--- src/rtl/des_sbox_if.sv ---
// Handshake bundle for the DES substitution stage: input word, result word,
// cancel and status.
interface des_sbox_if;
    logic        in_valid;
    logic        in_ready;
    logic [1:48] in_data;
    logic        abort;
    logic        out_valid;
    logic        out_ready;
    logic [1:32] out_data;
    logic        busy;

    // Producer/consumer side (round datapath)
    modport master (
        output in_valid,
        output in_data,
        output abort,
        output out_ready,
        input  in_ready,
        input  out_valid,
        input  out_data,
        input  busy
    );

    // Substitution unit side
    modport slave (
        input  in_valid,
        input  in_data,
        input  abort,
        input  out_ready,
        output in_ready,
        output out_valid,
        output out_data,
        output busy
    );
endinterface

--- src/rtl/des_sbox_unit.sv ---
// DES S-box stage: maps a 48-bit key-mixed word through S1..S8 into the
// 32-bit word feeding P. LANES lookups are done per cycle, so one word
// takes 8/LANES passes.
module des_sbox_unit #(
    parameter int LANES = 8
) (
    input logic          clk,
    input logic          rst_n,
    des_sbox_if.slave    bus
);

    localparam int PASSES = 8 / LANES;
    localparam int PASS_W = (PASSES > 1) ? $clog2(PASSES) : 1;
    localparam logic [PASS_W-1:0] LAST_PASS = PASS_W'(PASSES - 1);

    generate
        if (LANES != 1 && LANES != 2 && LANES != 4 && LANES != 8) begin : g_bad_lanes
            $error("des_sbox_unit: LANES must be 1, 2, 4 or 8");
        end
    endgenerate

    // One 64-bit word per (box,row); nibble 0 (column 0) is the leftmost.
    localparam logic [63:0] SBOX_ROM [32] = '{
        64'hE4D12FB83A6C5907, 64'h0F74E2D1A6CB9538, 64'h41E8D62BFC973A50, 64'hFC8249175B3EA06D,
        64'hF18E6B34972DC05A, 64'h3D47F28EC01A69B5, 64'h0E7BA4D158C6932F, 64'hD8A13F42B67C05E9,
        64'hA09E63F51DC7B428, 64'hD709346A285ECBF1, 64'hD6498F30B12C5AE7, 64'h1AD069874FE3B52C,
        64'h7DE3069A1285BC4F, 64'hD8B56F03472C1AE9, 64'hA690CB7DF13E5284, 64'h3F06A1D8945BC72E,
        64'h2C417AB6853FD0E9, 64'hEB2C47D150FA3986, 64'h421BAD78F9C5630E, 64'hB8C71E2D6F09A453,
        64'hC1AF92680D34E75B, 64'hAF427C9561DE0B38, 64'h9EF528C3704A1DB6, 64'h432C95FABE17608D,
        64'h4B2EF08D3C975A61, 64'hD0B7491AE35C2F86, 64'h14BDC37EAF680592, 64'h6BD814A7950FE23C,
        64'hD2846FB1A93E50C7, 64'h1FD8A374C56B0E92, 64'h7B419CE206ADF358, 64'h21E74A8DFC90356B
    };

    // Row = outer bits {b1,b6}, column = inner bits b2..b5.
    function automatic logic [3:0] sbox_lookup(input logic [2:0] box, input logic [5:0] six);
        logic [63:0] row_word;
        int          sh;
        row_word = SBOX_ROM[{box, six[5], six[0]}];
        sh       = 60 - 4 * int'(six[4:1]);
        return row_word[sh +: 4];
    endfunction

    typedef enum logic [1:0] {IDLE, BUSY, DONE} state_t;

    state_t            state;
    logic [PASS_W-1:0] pass;
    logic [47:0]       hold;
    logic [31:0]       out_reg;
    logic              out_valid_r;
    logic              busy_r;
    logic [3:0]        lane_res [LANES];
    logic              accept;

    // Abort always blocks acceptance; DONE accepts only when its result leaves.
    assign bus.in_ready  = !bus.abort && ((state == IDLE) || ((state == DONE) && bus.out_ready));
    assign accept        = bus.in_valid && bus.in_ready;
    assign bus.out_valid = out_valid_r;
    assign bus.out_data  = out_reg;
    assign bus.busy      = busy_r;

    // Lane l in the current pass serves S-box pass*LANES+l.
    always_comb begin
        for (int l = 0; l < LANES; l++) begin
            lane_res[l] = sbox_lookup(3'(int'(pass) * LANES + l),
                                      hold[47 - 6 * (int'(pass) * LANES + l) -: 6]);
        end
    end

    // Control FSM, holding register and nibble-group writes to the result.
    always_ff @(posedge clk or negedge rst_n) begin
        if (!rst_n) begin
            state       <= IDLE;
            pass        <= '0;
            hold        <= '0;
            out_reg     <= '0;
            out_valid_r <= 1'b0;
            busy_r      <= 1'b0;
        end else begin
            case (state)
                IDLE: begin
                    if (accept) begin
                        hold   <= bus.in_data;
                        pass   <= '0;
                        busy_r <= 1'b1;
                        state  <= BUSY;
                    end
                end
                BUSY: begin
                    if (bus.abort) begin
                        pass   <= '0;
                        busy_r <= 1'b0;
                        state  <= IDLE;
                    end else begin
                        for (int l = 0; l < LANES; l++) begin
                            out_reg[31 - 4 * (int'(pass) * LANES + l) -: 4] <= lane_res[l];
                        end
                        if (pass == LAST_PASS) begin
                            pass        <= '0;
                            busy_r      <= 1'b0;
                            out_valid_r <= 1'b1;
                            state       <= DONE;
                        end else begin
                            pass <= pass + PASS_W'(1);
                        end
                    end
                end
                DONE: begin
                    if (bus.abort) begin
                        out_valid_r <= 1'b0;
                        state       <= IDLE;
                    end else if (bus.out_ready) begin
                        out_valid_r <= 1'b0;
                        if (accept) begin
                            hold   <= bus.in_data;
                            pass   <= '0;
                            busy_r <= 1'b1;
                            state  <= BUSY;
                        end else begin
                            state <= IDLE;
                        end
                    end
                end
                default: state <= IDLE;
            endcase
        end
    end

endmodule

--- src/flat_wrapper.sv ---
// flat-port wrapper written by rule: the top's interface ports become plain ports
module des_sbox_unit_flat 
#(
    parameter int LANES = 8
)
  (clk, rst_n, bus_in_valid, bus_in_data, bus_abort, bus_out_ready, bus_in_ready, bus_out_valid, bus_out_data, bus_busy);
  des_sbox_if bus_i ();
  input logic clk;
  input logic rst_n;
  input wire logic [$bits(bus_i.in_valid)-1:0] bus_in_valid;
  input wire logic [$bits(bus_i.in_data)-1:0] bus_in_data;
  input wire logic [$bits(bus_i.abort)-1:0] bus_abort;
  input wire logic [$bits(bus_i.out_ready)-1:0] bus_out_ready;
  output wire logic [$bits(bus_i.in_ready)-1:0] bus_in_ready;
  output wire logic [$bits(bus_i.out_valid)-1:0] bus_out_valid;
  output wire logic [$bits(bus_i.out_data)-1:0] bus_out_data;
  output wire logic [$bits(bus_i.busy)-1:0] bus_busy;
  assign bus_i.in_valid = bus_in_valid;
  assign bus_i.in_data = bus_in_data;
  assign bus_i.abort = bus_abort;
  assign bus_i.out_ready = bus_out_ready;
  assign bus_in_ready = bus_i.in_ready;
  assign bus_out_valid = bus_i.out_valid;
  assign bus_out_data = bus_i.out_data;
  assign bus_busy = bus_i.busy;
  des_sbox_unit #(.LANES(LANES)) u_core (.clk(clk), .rst_n(rst_n), .bus(bus_i));
endmodule
--- config.mk ---
export PLATFORM = sky130hd
export DESIGN_NAME = des_sbox_unit_flat
export DESIGN_NICKNAME = d
export VERILOG_FILES = /design/src/rtl/des_sbox_if.sv /design/src/rtl/des_sbox_unit.sv /design/src/flat_wrapper.sv
export SDC_FILE = /design/constraint.sdc
export NUM_CORES = 1
export LEC_CHECK = 0
export CAP_MARGIN = 20
export CORE_MARGIN = 2
export CORE_UTILIZATION = 50
export CTS_BUF_LIST = sky130_fd_sc_hd__clkbuf_2
export DETAILED_ROUTE_END_ITERATION = 7
export GPL_TIMING_DRIVEN = 0
export PLACE_DENSITY = 0.79
export SLEW_MARGIN = 0
export SYNTH_ARGS = -nofsm -noshare
export SYNTH_HDL_FRONTEND = slang
export SYNTH_SLANG_ARGS = --single-unit
--- constraint.sdc ---
create_clock -name clk -period 4.68 [get_ports clk]
set_input_delay 0.702 -clock clk [delete_from_list [all_inputs] [get_ports clk]]
set_output_delay 0.702 -clock clk [all_outputs]
set_load 0.05 [all_outputs]
==> results.md <==
* Outcome: complete, no violations
* Buf/Inv on CP at 2
* Crit path capture type: output pin
* Fmax at 318 MHz
* Clock buffer depth at 2
* DR vias/cell at 6.06
* Mapped Area at 0.00822 mm^2
* CTS buffer count at 9
* Least-Margin Pin Slew at 0.822 ns
* Die width at 132 um
* Final RePlAce weighted congestion at 0.951
* Placed instance area at 0.00938 mm^2
* Min cycle time layout at 3.15 ns
* Global-route usage over all layers at 26.2%
* Post-Route WL at 22700 um
* Critical Path Sink: bus_in_ready
* Worst setup startpoint: u_core.state[0]
* Number of warnings issued by yosys at 0
* CP startpoint kind: flip-flop
* Post-synth EDFFs at 0
* Yosys reg bits at 84
* Dominant cells by area after synthesis: dfrtp_1, ha_1, mux4_2
* Drt first-iter violations at 727
* Distinct cell type count after synthesis at 81
* Stages on worst setup path at 5
* R2R Path End: u_core.bus.out_data[29]
* Max_slew headroom at 45.2%
* Sequential fraction of the synthesis area at 25.6%
* I/O pins at 88
* Grt total ovfl at 0
* First-pass GRT wire length at 37600 um
* CTS resizes at 0
* Antenna diode instance count at 0
* Initial DRT Pass Iterations at 5
* Worst-path maximum fanout at 4
* Final Net Count at 1199
* Hold Vio Cnt, Final at 0
* Max cap viols at 0
* Worst vdd ir at 334 uV
* Final Non-Filler Cells at 1298
* Share of the synthesized area in the top cell type at 25.6%
* Reg2Reg Setup Slack at 1.95 ns
* Hold buffer count at cts at 0
* Die area at 0.0175 mm^2
* Worst EP arrival at 2.45 ns
* CTS clk-pin slew, worst paths at 0.23 ns
* P_leak at 3.89 nW
* Initial antenna violation count at 0
* Post-synth top area cell: dfrtp_1
* Post-Syn Nets at 1100
* CTS tree: built
* Avg WL per Cell at 17.5 um
* Worst hold path class: input port to asynchronous set/reset pin
* Routed Antenna Nets at 0
* Clock Sinks at 84
* Vias at 7872
* Worst path cell trace: inv_1, ha_1, a21oi_1, nor2_1, clkdlybuf4s50_1
* Clk_lat worst skew at 0.62 ns
* Fin area at 0.00951 mm^2
* Die height at 132 um
* Worst Path Required at 3.98 ns
* FP Rows at 46
* Largest net degree at the start of global routing at 44
* RSZ-0062 raised after global routing: no
* CP delay by family, top: buffers and inverters
* Number of setup violations in the final report at 0
* DP HPWL at 16100 um
* FFs w/ async S/R, synth at 100%
* Post-CTS setup buffers at 0
* Fin crit share at 67.3%
* FF-to-FF Start: u_core.hold[0]
* Drt drc at 0
* Syn Area/Cell at 8.39 um^2
* Worst path slowest cell: clkdlybuf4s50_1
* DP Cell Count at 1283
* Layout cells sized above 1 at 12.1%
* Max-slew violations at 0
* Starting Density at 51.3%
* Setup_tns at 0 ns
* Worst R2R Path Depth at 9
* Area growth, synth to finish at 15.7%
* Crit Path Category: flip-flop to output pin
* Synthesized instance count at 979
* Port Buffers at 87
* Crit-path max cell delay at 0.83 ns
* FILL cells at 1492
* Pwr/cell area at 840 mW/mm^2
* Main synth FF type: dfrtp_1
* CTS root buf: clkbuf_2
* H-tree depth at 3
* Clk_skew at 0.0191 ns
* Vias in the first global route at 7363
* Core area at 0.0160 mm^2
-- synth_stat cells, types with 6 or more instances --
library cell and instances:
nor2b_1 18, buf_4 8, clkbuf_1 35, ha_1 68, mux2_2 22, o211ai_1 17, a2111oi_0 7, mux4_2 22
o31ai_1 12, inv_1 45, nand4_1 6, o21ai_0 86, nand3_1 11, o2111ai_1 7, a31oi_1 20, mux2i_1 20
xnor2_1 16, a32oi_1 9, xor2_1 11, buf_2 41, nor2_1 51, nand2b_1 30, dfrtp_1 84, a311oi_1 6
a211oi_1 23, o21ai_1 8, a21oi_1 53, a21o_1 6, nor3_1 15, nand2_1 111, o221ai_1 7
-- where the power goes --
| group | total, mW | switching (mW) | internal, mW | leakage (nW) |
|---|---|---|---|---|
| sequential | 1.45 | 0.373 | 1.08 | 1.01 |
| combinational | 6.09 | 3.58 | 2.52 | 2.80 |
| clock | 0.440 | 0.271 | 0.169 | 0.0728 |
| total | 7.98 | 4.22 | 3.76 | 3.89 |
-- metrics by stage --
| stage | setup WS, ns | hold WS (ns) | utilization (%) | power, mW |
|---|---|---|---|---|
| floorplan | 2.16 | 0.406 | - | 6.01 |
| global placement | -0.296 | 0.469 | 58.5 | 7.35 |
| detailed placement | 1.70 | 0.471 | 58.6 | 7.44 |
| CTS | 1.49 | 0.0456 | 59.4 | 7.91 |
| global route | 1.37 | 0.0713 | 59.4 | 8.64 |
| finish | 1.53 | 0.0420 | 59.4 | 7.98 |
-- cells in the final DEF, fill, tap and decap left out, drive strengths merged, types with 7 or more instances in the layout --
cell           Yosys  routed
a2111oi            7       7
mux2i             20      20
ha                68      68
dfrtp             84      84
buf               58      60
clkbuf            36      45
clkdlybuf4s50      0      86
a31oi             20      20
xor2              11      11
o31ai             12      12
mux4              22      22
o21ai             95      95
a21oi             53      53
nand3             11      11
nor3              15      15
o2111ai            7       7
nand2            112     112
nor2              51      51
o211ai            17      17
mux2              23      23
nor2b             19      19
xnor2             16      16
o221ai             7       7
inv               49      49
nand2b            30      30
a32oi              9       9
o311ai             7       7
a211oi            23      23
-- layer usage --
layer	vias up	routed length (um)	global-route usage (%)
met3	41	1380	3.73
met4	0	554	9.08
met5	-	0	0
met2	314	10600	42.1
li1	3768	-	-
met1	3749	10100	36.4
-- logic make-up after synthesis --
group / share of synthesized area (%)
compound gates: 25.4
xor+xnor: 2.88
mux: 11.7
buf+inv: 8.09
fa+ha+maj: 10.4
flops: 25.6
simple gates: 16.0
-- sequential cells by signal, indices dropped and copies added (netlist names) --
signal	count
u_core.bus.out_valid	1
u_core.hold	48
u_core.bus.busy	1
u_core.state	2
u_core.bus.out_data	32
-- worst reg2reg max path, cell delays in order (launching register included) --
cell and delay (ns):
dfrtp_1 0.51, clkbuf_1 0.39, inv_1 0.25, ha_1 0.33, clkbuf_1 0.36, nor2_1 0.10
a2111oi_0 0.36, a311o_1 0.20, o22ai_1 0.07, a21oi_1 0.13
-- final cells by class --
type                            instances  area (um^2)  area share [%]
Tap cell                              216          270            2.84
Sequential cell                        84         2100            22.1
Buffer                                 94          477            5.01
Inverter                               50          188            1.97
Timing Repair Buffer                   88          896            9.42
Multi-Input combinational cell        751         5450            57.3
Clock buffer                            9         45.0           0.474
Clock inverter                          6         80.1           0.842
-- worst min-delay path by stage --
stage / depth (start not counted) / end / start
6_report: 1 / u_core.hold[43] / rst_n
3_5_place_dp: 2 / u_core.bus.out_data[21] / u_core.bus.out_data[21]
4_1_cts: 1 / u_core.hold[46] / rst_n
2_1_floorplan: 0 / u_core.bus.busy / rst_n
3_3_place_gp: 2 / u_core.bus.out_data[26] / u_core.bus.out_data[26]
5_1_grt: 1 / u_core.hold[46] / rst_n
Note: power is estimated with default switching activity, not from simulation.
